$ cat config.mk
export PLATFORM = sky130hd
export DESIGN_NAME = stopwatch_ctrl
export DESIGN_NICKNAME = d
export VERILOG_FILES = /design/src/rtl/stopwatch_pkg.sv /design/src/rtl/stopwatch_time_counter.sv /design/src/rtl/stopwatch_ctrl.sv
export SDC_FILE = /design/constraint.sdc
export NUM_CORES = 1
export LEC_CHECK = 0
export CORE_ASPECT_RATIO = 2
export CORE_UTILIZATION = 48
export DETAILED_ROUTE_END_ITERATION = 6
export PLACE_DENSITY = 0.79
export SLEW_MARGIN = 20
export SYNTH_ARGS = -nofsm -noshare
export SYNTH_HDL_FRONTEND = slang
export SYNTH_SLANG_ARGS = --single-unit
export TNS_END_PERCENT = 5
$ cat constraint.sdc
create_clock -name clk -period 1.75 [get_ports clk]
set_clock_uncertainty 0.05 [all_clocks]
set_input_delay 0.35 -clock clk [delete_from_list [all_inputs] [get_ports clk]]
set_output_delay 0.35 -clock clk [all_outputs]
set_load 0.1 [all_outputs]
$ cat src/rtl/stopwatch_pkg.sv
// +----------------------------------------------------------------------------
// | Module      : stopwatch_pkg
// | Description : Shared state encodings, default limits and field widths.
// | Revision    : 1.0
// +----------------------------------------------------------------------------
`default_nettype none

package stopwatch_pkg;

  localparam int CS_W  = 7;
  localparam int SEC_W = 6;
  localparam int MIN_W = 6;

  localparam int CS_MAX_DEF  = 99;
  localparam int SEC_MAX_DEF = 59;
  localparam int MIN_MAX_DEF = 59;

  typedef logic [1:0] state_t;

  localparam state_t ST_IDLE = 2'd0;
  localparam state_t ST_RUN  = 2'd1;
  localparam state_t ST_STOP = 2'd2;
  localparam state_t ST_LAP  = 2'd3;

endpackage

`default_nettype wire

$ cat src/rtl/stopwatch_time_counter.sv
// +----------------------------------------------------------------------------
// | Module      : stopwatch_time_counter
// | Description : Cascaded centisecond/second/minute counter with wrap pulse.
// | Revision    : 1.0
// +----------------------------------------------------------------------------
`default_nettype none

module stopwatch_time_counter
  import stopwatch_pkg::*;
#(
  parameter int CS_MAX  = CS_MAX_DEF,
  parameter int SEC_MAX = SEC_MAX_DEF,
  parameter int MIN_MAX = MIN_MAX_DEF
) (
  input  logic             clk,
  input  logic             reset,
  input  logic             clear,
  input  logic             inc,
  output logic [CS_W-1:0]  cs,
  output logic [SEC_W-1:0] sec,
  output logic [MIN_W-1:0] min,
  output logic             wrap
);

  localparam logic [CS_W-1:0]  c_cs_max  = CS_W'(CS_MAX);
  localparam logic [SEC_W-1:0] c_sec_max = SEC_W'(SEC_MAX);
  localparam logic [MIN_W-1:0] c_min_max = MIN_W'(MIN_MAX);

  logic [CS_W-1:0]  r_cs;
  logic [SEC_W-1:0] r_sec;
  logic [MIN_W-1:0] r_min;
  logic             r_wrap;

  logic w_cs_top;
  logic w_sec_top;
  logic w_min_top;

  assign w_cs_top  = (r_cs  == c_cs_max);
  assign w_sec_top = (r_sec == c_sec_max);
  assign w_min_top = (r_min == c_min_max);

  // Clear shares the reset path so it beats a coincident increment.
  always_ff @(posedge clk) begin
    if (reset || clear) begin
      r_cs   <= '0;
      r_sec  <= '0;
      r_min  <= '0;
      r_wrap <= 1'b0;
    end else begin
      r_wrap <= 1'b0;
      if (inc) begin
        if (w_cs_top) begin
          r_cs <= '0;
          if (w_sec_top) begin
            r_sec <= '0;
            if (w_min_top) begin
              r_min  <= '0;
              r_wrap <= 1'b1;
            end else begin
              r_min <= r_min + MIN_W'(1);
            end
          end else begin
            r_sec <= r_sec + SEC_W'(1);
          end
        end else begin
          r_cs <= r_cs + CS_W'(1);
        end
      end
    end
  end

  assign cs   = r_cs;
  assign sec  = r_sec;
  assign min  = r_min;
  assign wrap = r_wrap;

endmodule

`default_nettype wire

$ cat src/rtl/stopwatch_ctrl.sv
// +----------------------------------------------------------------------------
// | Module      : stopwatch_ctrl
// | Description : Button edge detect, run/stop/lap/clear FSM, lap hold, display mux.
// | Revision    : 1.0
// +----------------------------------------------------------------------------
`default_nettype none

module stopwatch_ctrl
  import stopwatch_pkg::*;
#(
  parameter int CS_MAX  = CS_MAX_DEF,
  parameter int SEC_MAX = SEC_MAX_DEF,
  parameter int MIN_MAX = MIN_MAX_DEF
) (
  input  logic             clk,
  input  logic             reset,
  input  logic             tick,
  input  logic             btn_ss,
  input  logic             btn_lc,
  output logic [CS_W-1:0]  disp_cs,
  output logic [SEC_W-1:0] disp_sec,
  output logic [MIN_W-1:0] disp_min,
  output logic             running,
  output logic             lap_active,
  output logic             overflow,
  output logic [1:0]       state
);

  logic   r_ss_prev;
  logic   r_lc_prev;
  state_t r_state;
  state_t w_next_state;

  logic [CS_W-1:0]  r_lap_cs;
  logic [SEC_W-1:0] r_lap_sec;
  logic [MIN_W-1:0] r_lap_min;

  logic [CS_W-1:0]  w_cnt_cs;
  logic [SEC_W-1:0] w_cnt_sec;
  logic [MIN_W-1:0] w_cnt_min;
  logic             w_cnt_wrap;

  logic w_ss_edge;
  logic w_lc_edge;
  logic w_inc;
  logic w_clear;
  logic w_lap_load;

  // History resets high so a button held through reset yields no edge.
  always_ff @(posedge clk) begin
    if (reset) begin
      r_ss_prev <= 1'b1;
      r_lc_prev <= 1'b1;
    end else begin
      r_ss_prev <= btn_ss;
      r_lc_prev <= btn_lc;
    end
  end

  assign w_ss_edge  = btn_ss & ~r_ss_prev;
  assign w_lc_edge  = btn_lc & ~r_lc_prev & ~w_ss_edge;
  assign w_inc      = tick & ((r_state == ST_RUN) || (r_state == ST_LAP));
  assign w_clear    = (r_state == ST_STOP) & w_lc_edge;
  assign w_lap_load = (r_state == ST_RUN) & w_lc_edge;

  always_ff @(posedge clk) begin
    if (reset) begin
      r_state <= ST_IDLE;
    end else begin
      r_state <= w_next_state;
    end
  end

  always_comb begin
    w_next_state = r_state;
    case (r_state)
      ST_IDLE: if (w_ss_edge) w_next_state = ST_RUN;
      ST_RUN: begin
        if (w_ss_edge)      w_next_state = ST_STOP;
        else if (w_lc_edge) w_next_state = ST_LAP;
      end
      ST_LAP: begin
        if (w_ss_edge)      w_next_state = ST_STOP;
        else if (w_lc_edge) w_next_state = ST_RUN;
      end
      ST_STOP: begin
        if (w_ss_edge)      w_next_state = ST_RUN;
        else if (w_lc_edge) w_next_state = ST_IDLE;
      end
      default: w_next_state = ST_IDLE;
    endcase
  end

  // Lap capture takes the live value before this cycle's increment lands.
  always_ff @(posedge clk) begin
    if (reset) begin
      r_lap_cs  <= '0;
      r_lap_sec <= '0;
      r_lap_min <= '0;
    end else if (w_lap_load) begin
      r_lap_cs  <= w_cnt_cs;
      r_lap_sec <= w_cnt_sec;
      r_lap_min <= w_cnt_min;
    end
  end

  stopwatch_time_counter #(
    .CS_MAX  (CS_MAX),
    .SEC_MAX (SEC_MAX),
    .MIN_MAX (MIN_MAX)
  ) u_counter (
    .clk   (clk),
    .reset (reset),
    .clear (w_clear),
    .inc   (w_inc),
    .cs    (w_cnt_cs),
    .sec   (w_cnt_sec),
    .min   (w_cnt_min),
    .wrap  (w_cnt_wrap)
  );

  always_comb begin
    state      = r_state;
    running    = (r_state == ST_RUN) || (r_state == ST_LAP);
    lap_active = (r_state == ST_LAP);
    overflow   = w_cnt_wrap;
    if (r_state == ST_LAP) begin
      disp_cs  = r_lap_cs;
      disp_sec = r_lap_sec;
      disp_min = r_lap_min;
    end else begin
      disp_cs  = w_cnt_cs;
      disp_sec = w_cnt_sec;
      disp_min = w_cnt_min;
    end
  end

endmodule

`default_nettype wire

Word level (Yosys, flattened, before mapping)
Cells that the tools add are included.
{"block": "totals", "ff_bits": 43, "input_bits": 5, "out_inout_bits": 24, "wordCells": 57}
{"block": "classes", "addsub": 3, "eq_ne": 10, "mux": 15, "n_bitwise": 12, "n_reduce_logical": 7}
{"op": "two-way mux 6 bit", "count": 4}
{"op": "two-way mux 2 bit", "count": 7}
{"op": "two-way mux 7 bit", "count": 2}
{"op": "adder 6 x 1 -> 6 bit (second input constant)", "count": 2}
{"op": "== test 6 bit (second input constant)", "count": 2}
{"op": "case mux 2 bit (4 select lines)", "count": 1}
{"op": "adder 7 x 1 -> 7 bit (second input constant)", "count": 1}
{"op": "== test 7 bit (second input constant)", "count": 1}
{"op": "bitwise AND 1 bit", "count": 6}
{"op": "!= test 3 bit (second input constant)", "count": 2}
{"op": "inverter 1 bit", "count": 6}
{"op": "== test 2 bit (second input constant)", "count": 2}
{"op": "AND reduction 4 bit", "count": 1}
{"op": "OR reduction 4 bit", "count": 1}
{"op": "!= test 3 x 1 -> 1 bit (second input constant)", "count": 1}
{"op": "AND reduction 3 bit", "count": 1}
{"op": "== test 2 x 1 -> 1 bit (second input constant)", "count": 1}
{"op": "zero test 2 bit", "count": 1}
{"op": "logical OR 1 bit", "count": 2}
{"op": "!= test 2 bit (second input constant)", "count": 1}
{"op": "AND reduction 2 bit", "count": 1}
{"op": "two-way mux 1 bit", "count": 1}

Logic depth before layout (Yosys ltp)
{"block": "logic_depth", "ltp_word": 7, "depth_mapped": 6}

Cells and area by module
A second synthesis with hierarchy kept.
{"block": "unflattened", "hier_cells": 227, "area_unflattened_um2": 2229.6}
{"mod": "stopwatch_ctrl", "n_inst": 1, "cells_each": 123, "area_per_inst_um2": 1268.7, "seq_area_each_um2": 460.4}
{"mod": "stopwatch_time_counter", "n_inst": 1, "cells_each": 104, "area_per_inst_um2": 960.9, "seq_area_each_um2": 400.4}

Least setup slack after synthesis
No wires, ideal clock.
{"block": "synth_path", "path_kind": "register -> output", "startpoint": "reg r_state[0] (netlist: state[0])", "endpoint": "out disp_min[4]", "arrival_time_ns": 4.178, "required_time_ns": 1.350, "path_slack_ns": -2.828, "path_stages_with_launch": 6, "path_buffers": 2, "path_cell_list": "dfxtp_1 > buf_2 > nand2_1 > buf_2 > inv_1 > o21ai_0"}
{"block": "synth_between", "elab_chain_cells": 2}
{"element": "start: declaration", "line_no": "stopwatch_ctrl.sv:31", "rtl": "state_t r_state;"}
{"element": "start signal: assignment", "line_no": "stopwatch_ctrl.sv:70", "rtl": "r_state <= w_next_state;"}
{"element": "== test 2 bit"}
{"element": "named net lap_active", "line_no": "stopwatch_ctrl.sv:24", "rtl": "output logic lap_active,"}
{"element": "two-way mux 6 bit", "line_no": "stopwatch_ctrl.sv:127", "rtl": "if (r_state == ST_LAP) begin"}
{"element": "end: declaration", "line_no": "stopwatch_ctrl.sv:22", "rtl": "output logic [MIN_W-1:0] disp_min,"}
The timed path passes the listed nets, and every way through them passes these cells.

Final worst setup path
{"block": "layout_path", "startpoint": "reg r_state[1] (netlist: state[1])", "endpoint": "out disp_sec[0]"}
{"block": "layout_between", "elab_chain_cells": 2}
{"element": "== test 2 bit", "line_no": "stopwatch_ctrl.sv:127"}
{"element": "two-way mux 6 bit", "line_no": "stopwatch_ctrl.sv:127"}
{"element": "end: declaration", "line_no": "stopwatch_ctrl.sv:21", "rtl": "output logic [SEC_W-1:0] disp_sec,"}
No other way between the ends.

==> flow_summary.ini <==
[detailed_routing]
vias_per_cell = 5.53
drt_iter0_markers = 39
routed_wl_um = 4990
routedWlPerCell_um = 15.9
ant_nets = 0
drc = 0
dr.pass1.iters = 4
vias = 1735

[setup_path]
arrival_ns = 1.41
start_kind = flip-flop
worstSetupEndpointType = output pin
worstSetupPathType = flip-flop to output pin
path_max_fanout = 9
crit_required_ns = 1.35

[placement]
placed_area_um2 = 2750
dp_slack_ns = -0.206
gp_congestion = 0.830
place_hpwl_um = 3300
port_buffers = 28
dp_cells = 302

[job]
maxCapViolations = 0

[clock_network]
cts_tree = built
htreeDepth = 2
clock_latency_ns = 0.31
cts_sinks = 43
cts_made_buffers = 5
cts-root-buf = clkbuf_8
cts_hold_buf = 0
cts_buffer_depth = 2
clkTransAtPathRegs_ns = 0.08

[global_routing]
groute.usage.overall = 0.264
grt-ovfl-total = 0
grt_pass1_vias = 1824
grt_max_degree = 23
antenna_found_initial = 0
grt_pass1_wl_um = 8400

[synthesis]
synth_cells = 214
synth_common_cells = dfxtp_1 (43), nor2_1 (36), mux2i_1 (21), mux2_2 (18), nand2_1 (16)
syn_nets = 222
synth_top_cells_by_area = dfxtp_1 (42%), mux2i_1 (10%), mux2_2 (10%)
ys.warnings.count = 0
yosysMostFrequentCell = dfxtp_1
avgSynthCellArea_um2 = 9.52
synthArstFlopShare = 0
muxShareOfSynthArea = 0.203
seq_area_frac_synth = 0.423
synthAdderAreaFrac = 0.0184
synth-main-ff-cell = dfxtp_1
synth_compound_area_frac = 0.0657
synth_top_cell_by_area = dfxtp_1
synthXorXnorAreaFrac = 0.0473
ys_seq_elements = 43
syn-cell-area_um2 = 2040
synth_cell_types = 40
synth_top_family_by_area = simple AND/OR/NAND/NOR gates
yosys.area.top_type_share = 0.423
yosys.area_share.simple = 0.211
synth_edf_count = 0

[sta]
finalCritPeriodShare = 1.03
holdWs_ns = 0.451
hold_viol = 0
min_period_ns = 1.81
rsz0062_at_grt = yes
setup_viol = 20
worst_pin_slew_ns = 0.312
relSlewSlack = 0.792
slew_violations = 0
fin_ws_ns = -0.0551
fmax_ghz = 0.554

[floorplanning]
core_area_um2 = 4090
fp.dieH_um = 94.1
start_util = 0.498
die_area_um2 = 4520
rows = 33
io_pins = 29
fp.dieW_um = 48.1

[layout]
drive_gt1_frac = 0.332
finalNonFillerCells = 314
final_cell_area_um2 = 2920
num-fill-cells = 290
utilization = 0.714
nets = 269
areaGrowthSynthToFinish_pct = 43.4
n_antenna_cell = 0

[pwr]
switchingPower_w = 0.000445
swShare = 0.253
seqPwrFrac = 0.564
cellInternalPower_w = 0.00132
cellLeakagePower_nw = 1.27
power.density_nw_per_um2 = 603
clkPwrFrac = 0.359
vdd_ir_drop_max_mv = 0.737
p_comb_frac = 0.077

[outcome]
status = finished with violations
failed_checks = setup timing

[worst_hold_path]
hold_path.class = flip-flop to flip-flop
path summary, 6_finish.rpt:
check                      startpoint                       endpoint  slack (ns)  depth (start not counted)
min          r_lap_cs[3]$_SDFFE_PP0P_       r_lap_cs[3]$_SDFFE_PP0P_        0.45                          2
max             state[1]$_SDFFE_PP0P_                    disp_sec[0]       -0.06                          3
min reg2reg  r_lap_cs[3]$_SDFFE_PP0P_       r_lap_cs[3]$_SDFFE_PP0P_        0.45                          2
max reg2reg     state[0]$_SDFFE_PP0P_  u_counter.min[3]$_SDFFE_PP0P_       -0.01                          5
routing by layer:
metal | GRT usage | routed length [um] | up-vias
met5 | 0 | 0 | -
met1 | 0.277 | 1830 | 844
met4 | 0.139 | 184 | 0
met3 | 0.0481 | 134 | 12
met2 | 0.458 | 2840 | 33
li1 | - | - | 846
final cells by class:
class                      instances  area, um^2  area share
timing repair buffer              48         687       0.235
tap                               52        65.1      0.0223
multi-input combinational        161        1200       0.413
clock inverter                     2        11.3     0.00386
sequential                        43         868       0.297
inverter                           2        11.3     0.00386
clock buffer                       6        72.6      0.0249
state kept, by name (all words and copies together) (netlist names):
name,cells
r_lap_cs,7
u_counter.cs,7
r_lap_min,6
r_lap_sec,6
u_counter.min,6
u_counter.sec,6
state,2
r_lc_prev,1
r_ss_prev,1
u_counter.wrap,1
worst max-delay path, cell delays in order, from the launching register on:
cell and delay (ns):
dfxtp_4 0.41, nand2_8 0.14, mux2_2 0.38, buf_12 0.17
power groups by stage:
| stage | Sequential [W] | Combinational (W) | Clock (W) |
|---|---|---|---|
| 2_1_floorplan | 0.00102 | 0.0000600 | 0 |
| 3_3_place_gp | 0.00102 | 0.000121 | 0 |
| 3_5_place_dp | 0.00102 | 0.000123 | 0 |
| 4_1_cts | 0.000991 | 0.000133 | 0.000638 |
| 5_1_grt | 0.000993 | 0.000144 | 0.000664 |
| 6_report | 0.000993 | 0.000136 | 0.000632 |
stage by stage:
| step | setup TNS (ns) | power [W] |
|---|---|---|
| 2_1_floorplan | -2.58 | 0.00108 |
| 3_3_place_gp | -1.87 | 0.00114 |
| 3_5_place_dp | -2.13 | 0.00114 |
| 4_1_cts | -0.735 | 0.00176 |
| 5_1_grt | -1.27 | 0.00180 |
| 6_report | -0.759 | 0.00176 |
cells by family after synthesis:
| family | Yosys count |
|---|---|
| simple gates | 85 |
| xor+xnor | 11 |
| compound gates | 21 |
| fa+ha+maj | 3 |
| buf+inv | 12 |
| flops | 43 |
| mux | 39 |
timing repair:
item / CTS / global route
gates resized for setup: 6 / 5
hold endpoints to repair: 0 / 0
pin swaps: 1 / 2
setup endpoints to repair: 19 / 28
setup buffers: 2 / 0
gates cloned: 2 / 0
cell usage in the layout, fill, tap and decap left out, drive strengths merged, types with 4 or more instances in the layout:
cell type	instances
o21ai	7
clkbuf	6
xnor2	6
nand3	8
mux2	18
nand2	18
mux2i	21
dfxtp	43
nor2	36
buf	44
a21oi	7
xor2	5
clkdlybuf4s50	4
No activity file was read; power rests on OpenSTA's default activity.
==> edit 1, RTL diff (same flow settings) <==
Set the package constant `MIN_W` to 5 (it was 6).
--- a/src/rtl/stopwatch_pkg.sv
+++ b/src/rtl/stopwatch_pkg.sv
@@ -11,3 +11,3 @@
   localparam int SEC_W = 6;
-  localparam int MIN_W = 6;
+  localparam int MIN_W = 5;
 
Interface: changed (resized disp_min); port bits go from 29 to 28. The function was not compared with the original's and may differ.
==> edit 1 against the original RTL <==
The run still ends with setup timing left; non-clock buffer count shrank 1; maximum frequency increased by 2.4%; sequential cell count is 2 lower; via count is 6.3% lower; setup slack improved by 0.043 ns; routed wire length shrank 4.4%; critical path depth is the same; synthesized area shrank 3.0%; final area is 2.7% lower; sequential power decreased by 4.8%; total power down 4.4%; critical path type unchanged; critical endpoint is now disp_sec[5].
==> edit 1: results (changes against the original RTL) <==
** Timing
- The worst slew slack as a fraction of its limit came to 67.3% (-12 points).
- Setup violations, final :: 10 (-50%)
- Final worst-path setup slack :: -0.0124 ns (+0.0427 ns)

** Synthesis
- Post-Syn Instances :: 201 (-6.1%)
- The commonest cells after synthesis are sky130_fd_sc_hd__dfxtp_1 (41), sky130_fd_sc_hd__nor2_1 (33), sky130_fd_sc_hd__mux2i_1 (20), sky130_fd_sc_hd__mux2_2 (18), sky130_fd_sc_hd__nand2_1 (13).
- The count of distinct cell types in the synthesized netlist came to 37 (-7.5%).
- The net count of the mapped netlist was 209 (-5.9%).
- The sequential element share of the synthesized area is 41.5% (-0.72 points).

** Detailed routing
- The via count normalized by instance count is 5.45 (-1.3%).
- Wire length on met3 :: 173 um (+29%)
- The detailed router's first-iteration violation count was 26 (-33%).
- Total number of vias :: 1625 (-6.3%)
- Total routed wirelength :: 4770 um (-4.4%)
- The met1 wire length is 1780 um (-2.6%).

** Pwr
- The internal power of the cells came to 0.00127 W (-3.9%).
- Total power per unit cell area :: 593 nW/um2 (-1.7%)
- Leakage :: 1.28 nW (+0.97%)
- The highest ir drop seen on vdd came to 0.000530 V (-28%).

** Clock network
- Clock tree synthesis selected as its root buffer the cell sky130_fd_sc_hd__clkbuf_8.
- The depth of the CTS H-tree is 2 (unchanged).

** Global route
- Met1 track demand over resource :: 27.6% (-0.14 points)
- The number of global-route vias before repair was 1690 (-7.3%).
- The largest net degree at the start of global routing was 16 (-30%).
- The total track usage was 25.0% (-1.4 points).
- Global-route track usage on met2 :: 41.3% (-4.5 points)
- The global-route wire length before repair is 7890 um (-6.2%).
- The met3 track demand over resource is 4.48% (-0.32 points).

** Cells and area
- Non-Clock Inverter Count :: 3 (+1)
- The layout filler cell count is 284 (-2.1%).
- Comb_multi_in :: 148 (-8.1%)
- Count of nets after finishing :: 254 (-5.6%)
- The non-clock buffering overhead in the final layout is 22.9% (-0.61 points).
- Number of signal-net buffers in the layout :: 47 (-2.1%)
- Register cell area after layout :: 830 um2 (-4.5%)
- Sequential cells :: 41 (-4.7%)
- Multi-input combinational cell area :: 1200 um2 (-0.52%)

** Placement
- GPL Wtd Cong :: 0.812 (-2.3%)
- The placed wire-length estimate was 3240 um (-1.9%).
- Total placed cells including tap cells :: 285 (-5.6%)
- The count of input and output buffers was 27 (-3.6%).
- Standard cell area after detailed placement :: 2660 um2 (-3.5%)

** Outcome
- The flow ran to the end, but the final reports show violations.
- The checks that failed: setup timing.

** Worst setup path
- The largest fanout of any net on the critical path came to 10 (+1).
- The worst-case reg-to-reg path depth is 6 (+1).
- Critical path data arrival time :: 1.36 ns (-0.05 ns)
- The endpoint identified for the worst register-to-register timing path is u_counter.sec[5]$_SDFFE_PP0P_.
- Flop-to-flop setup slack :: 0.14 ns (+0.15 ns)
- The largest stage delay on the critical path is 0.43 ns (+0.02 ns).

** Hold path
- Hold Crit Start :: r_lap_sec[4]$_SDFFE_PP0P_
- The path with the worst hold slack has its endpoint at r_lap_sec[4]$_SDFFE_PP0P_.
edit 1: logic make-up (layout without fill, tap and decap cells):
| kind of cell | Yosys count | after routing | synth area share [%] |
|---|---|---|---|
| mux | 38 | 38 | 20.4 |
| fa+ha+maj | 3 | 3 | 1.90 |
| flops | 41 | 41 | 41.5 |
| xor+xnor | 12 | 12 | 5.32 |
| simple gates | 80 | 81 | 21.9 |
| buf+inv | 13 | 58 | 3.86 |
| compound gates | 14 | 14 | 5.07 |
edit 1: how the worst max path moves through the flow:
stage,from,end,depth (start not counted)
floorplan,state[0]$_SDFFE_PP0P_,disp_cs[0],4
global placement,tick,u_counter.min[2]$_SDFFE_PP0P_,5
detailed placement,tick,u_counter.cs[4]$_SDFFE_PP0P_,5
CTS,state[1]$_SDFFE_PP0P_,disp_cs[5],3
global route,state[1]$_SDFFE_PP0P_,disp_sec[5],3
finish,state[1]$_SDFFE_PP0P_,disp_sec[5],3
edit 1: repair_timing:
item / 4_1_cts / 5_1_grt
resized for setup: 9 / 6
buffers inserted: 4 / 0
endpoints found under the setup margin: 18 / 36
pin swaps: 1 / 1
gates cloned: 1 / 0
edit 1: power groups by stage:
stage	Sequential, W	Combinational, W	Clock [W]
after detailed placement	0.000970	0.000121	0
after CTS	0.000944	0.000132	0.000615
after global routing	0.000945	0.000139	0.000651
after floorplan	0.000977	0.0000659	0
after global placement	0.000970	0.000119	0
final	0.000945	0.000131	0.000607
edit 1: stage by stage:
stage	TNS (ns)	util (%)	worst slack, ns	hold WS [ns]
floorplan	-0.686	-	-0.0466	0.404
global placement	-3.21	68.4	-0.188	0.421
detailed placement	-4.38	68.4	-0.215	0.437
CTS	-0.251	72.5	-0.0356	0.458
global route	-0.403	73.1	-0.0353	0.494
finish	-0.0503	73.1	-0.0124	0.456
==> edit 2, RTL diff (same settings) <==
Made on the original files. Add an input register stage for `tick`, `btn_ss` and `btn_lc`, without a reset; this delays them by one clock.
--- a/src/rtl/stopwatch_ctrl.sv
+++ b/src/rtl/stopwatch_ctrl.sv
@@ -28,2 +28,12 @@
 
+  logic tick_q;
+  logic btn_ss_q;
+  logic btn_lc_q;
+
+  always_ff @(posedge clk) begin
+    tick_q   <= tick;
+    btn_ss_q <= btn_ss;
+    btn_lc_q <= btn_lc;
+  end
+
   logic   r_ss_prev;
@@ -54,4 +64,4 @@
     end else begin
-      r_ss_prev <= btn_ss;
-      r_lc_prev <= btn_lc;
+      r_ss_prev <= btn_ss_q;
+      r_lc_prev <= btn_lc_q;
     end
@@ -59,5 +69,5 @@
 
-  assign w_ss_edge  = btn_ss & ~r_ss_prev;
-  assign w_lc_edge  = btn_lc & ~r_lc_prev & ~w_ss_edge;
-  assign w_inc      = tick & ((r_state == ST_RUN) || (r_state == ST_LAP));
+  assign w_ss_edge  = btn_ss_q & ~r_ss_prev;
+  assign w_lc_edge  = btn_lc_q & ~r_lc_prev & ~w_ss_edge;
+  assign w_inc      = tick_q & ((r_state == ST_RUN) || (r_state == ST_LAP));
   assign w_clear    = (r_state == ST_STOP) & w_lc_edge;
Function: changed (Yosys sat finds a counterexample within 4 cycles, from zero or initial values and one cycle with reset high).
==> edit 2 against the original RTL <==
The run still ends with setup timing left; total power up 3.0%; routed wire length up 7.0%; synthesized area up 3.1%; first-iteration DRC count up 54%; worst hold slack worse by 0.056 ns; sequential cell count up 3; setup slack better by 0.0021 ns; final area up 3.7%; critical endpoint is now disp_min[4]; highest routed layer unchanged.
==> edit 2: results (changes against the original RTL) <==
** Detailed routing
- Sum of met2 wire segment lengths after detailed routing :: 2940 um (+3.3%)
- The detailed router's first-iteration violation count was 60 (+54%).
- The post-detailed-routing wire length was 5340 um (+7.0%).
- The total number of vias was 1862 (+7.3%).

** Hold path
- Hold Crit Start :: btn_ss_q$_DFF_P_
- Hold Path End :: r_ss_prev$_SDFF_PP1_

** Cells and area
- The layout cell share with drive strength beyond 1 was 36.0% (+2.8 points).
- Count of nets after finishing :: 279 (+3.7%)

** Synthesis
- Number of distinct library cells after synthesis :: 36 (-10%)
- Post-Syn Instances :: 220 (+2.8%)
- The share of synthesized area spent on multiplexers was 19.7% (-0.62 points).
- Post-synthesis share of cell area spent on full adders, half adders and majority gates :: 1.79% (-0.056 points)
- Most instantiated cells after synthesis :: sky130_fd_sc_hd__dfxtp_1 (46), sky130_fd_sc_hd__nor2_1 (33), sky130_fd_sc_hd__mux2i_1 (21), sky130_fd_sc_hd__mux2_2 (18), sky130_fd_sc_hd__nand2_1 (15)
- The xor and xnor area share after synthesis is 3.75% (-0.98 points).
- Synth top area cells :: sky130_fd_sc_hd__dfxtp_1 (44%), sky130_fd_sc_hd__mux2i_1 (10%), sky130_fd_sc_hd__mux2_2 (9.6%)

** Timing
- Final worst-path setup slack :: -0.0529 ns (+0.00215 ns)
- The number of failing setup endpoints in the final timing report came to 18 (-10%).
- Worst max-slew margin expressed relative to the limit :: 72.5% (-6.7 points)

** Global route
- The met2 routing resource usage after global routing came to 47.1% (+1.3 points).
- The largest net degree at the start of global routing came to 24 (+4.3%).
- Met3 capacity usage during global routing :: 5.90% (+1.1 points)
- Vias in the first global route :: 1838 (+0.77%)
- The total track usage is 24.9% (-1.5 points).
- The met1 layer usage reported by global route was 24.2% (-3.5 points).

** Pwr
- Power consumed by combinational cells :: 0.000124 W (-9%)
- Leakage :: 1.28 nW (+1.0%)
- The switching power of the nets came to 0.000427 W (-4.0%).

** Placement
- The worst slack at placement came to -0.0688 ns (+0.137 ns).
- Placed wire-length estimate after detailed placement :: 3400 um (+3.1%)
- Standard cell area after detailed placement :: 2820 um2 (+2.4%)
- The final weighted congestion in routability-driven placement is 0.834 (+0.46%).
- Total placed cells including tap cells :: 309 (+2.3%)

** Worst setup path
- The largest fanout of any net on the critical path is 5 (-4).
- Number of cells on the worst reg-to-reg path :: 4 (-1)
- The reg-to-reg setup timing slack was 0.01 ns (+0.02 ns).

** Outcome
- Run status :: finished, violations left
- The final reports fail on setup timing.
## edit 2: cell type report
class	instances	area [um2]
tap	52	65.1
sequential	46	931
clock buffer	8	80.1
inverter	3	15.0
timing repair buffer	53	716
fill	291	1100
multi-input combinational	162	1220
## edit 2: worst max path at each step
stage	startpoint	endpoint	slack (ns)
final	state[1]$_SDFFE_PP0P_	disp_min[4]	-0.05
after floorplan	state[0]$_SDFFE_PP0P_	disp_min[0]	-0.68
after global placement	u_counter.sec[0]$_SDFFE_PP0P_	u_counter.min[1]$_SDFFE_PP0P_	0.008
after detailed placement	u_counter.sec[0]$_SDFFE_PP0P_	u_counter.min[3]$_SDFFE_PP0P_	-0.07
after CTS	state[1]$_SDFFE_PP0P_	disp_sec[0]	-0.05
after global routing	state[1]$_SDFFE_PP0P_	disp_cs[4]	-0.09
## edit 2: timing repair
action                                  CTS  global route
buffers inserted                          4             0
endpoints found under the setup margin   24            28
pin swaps                                 6             8
gates cloned                              3             0
gates resized for setup                   8            10
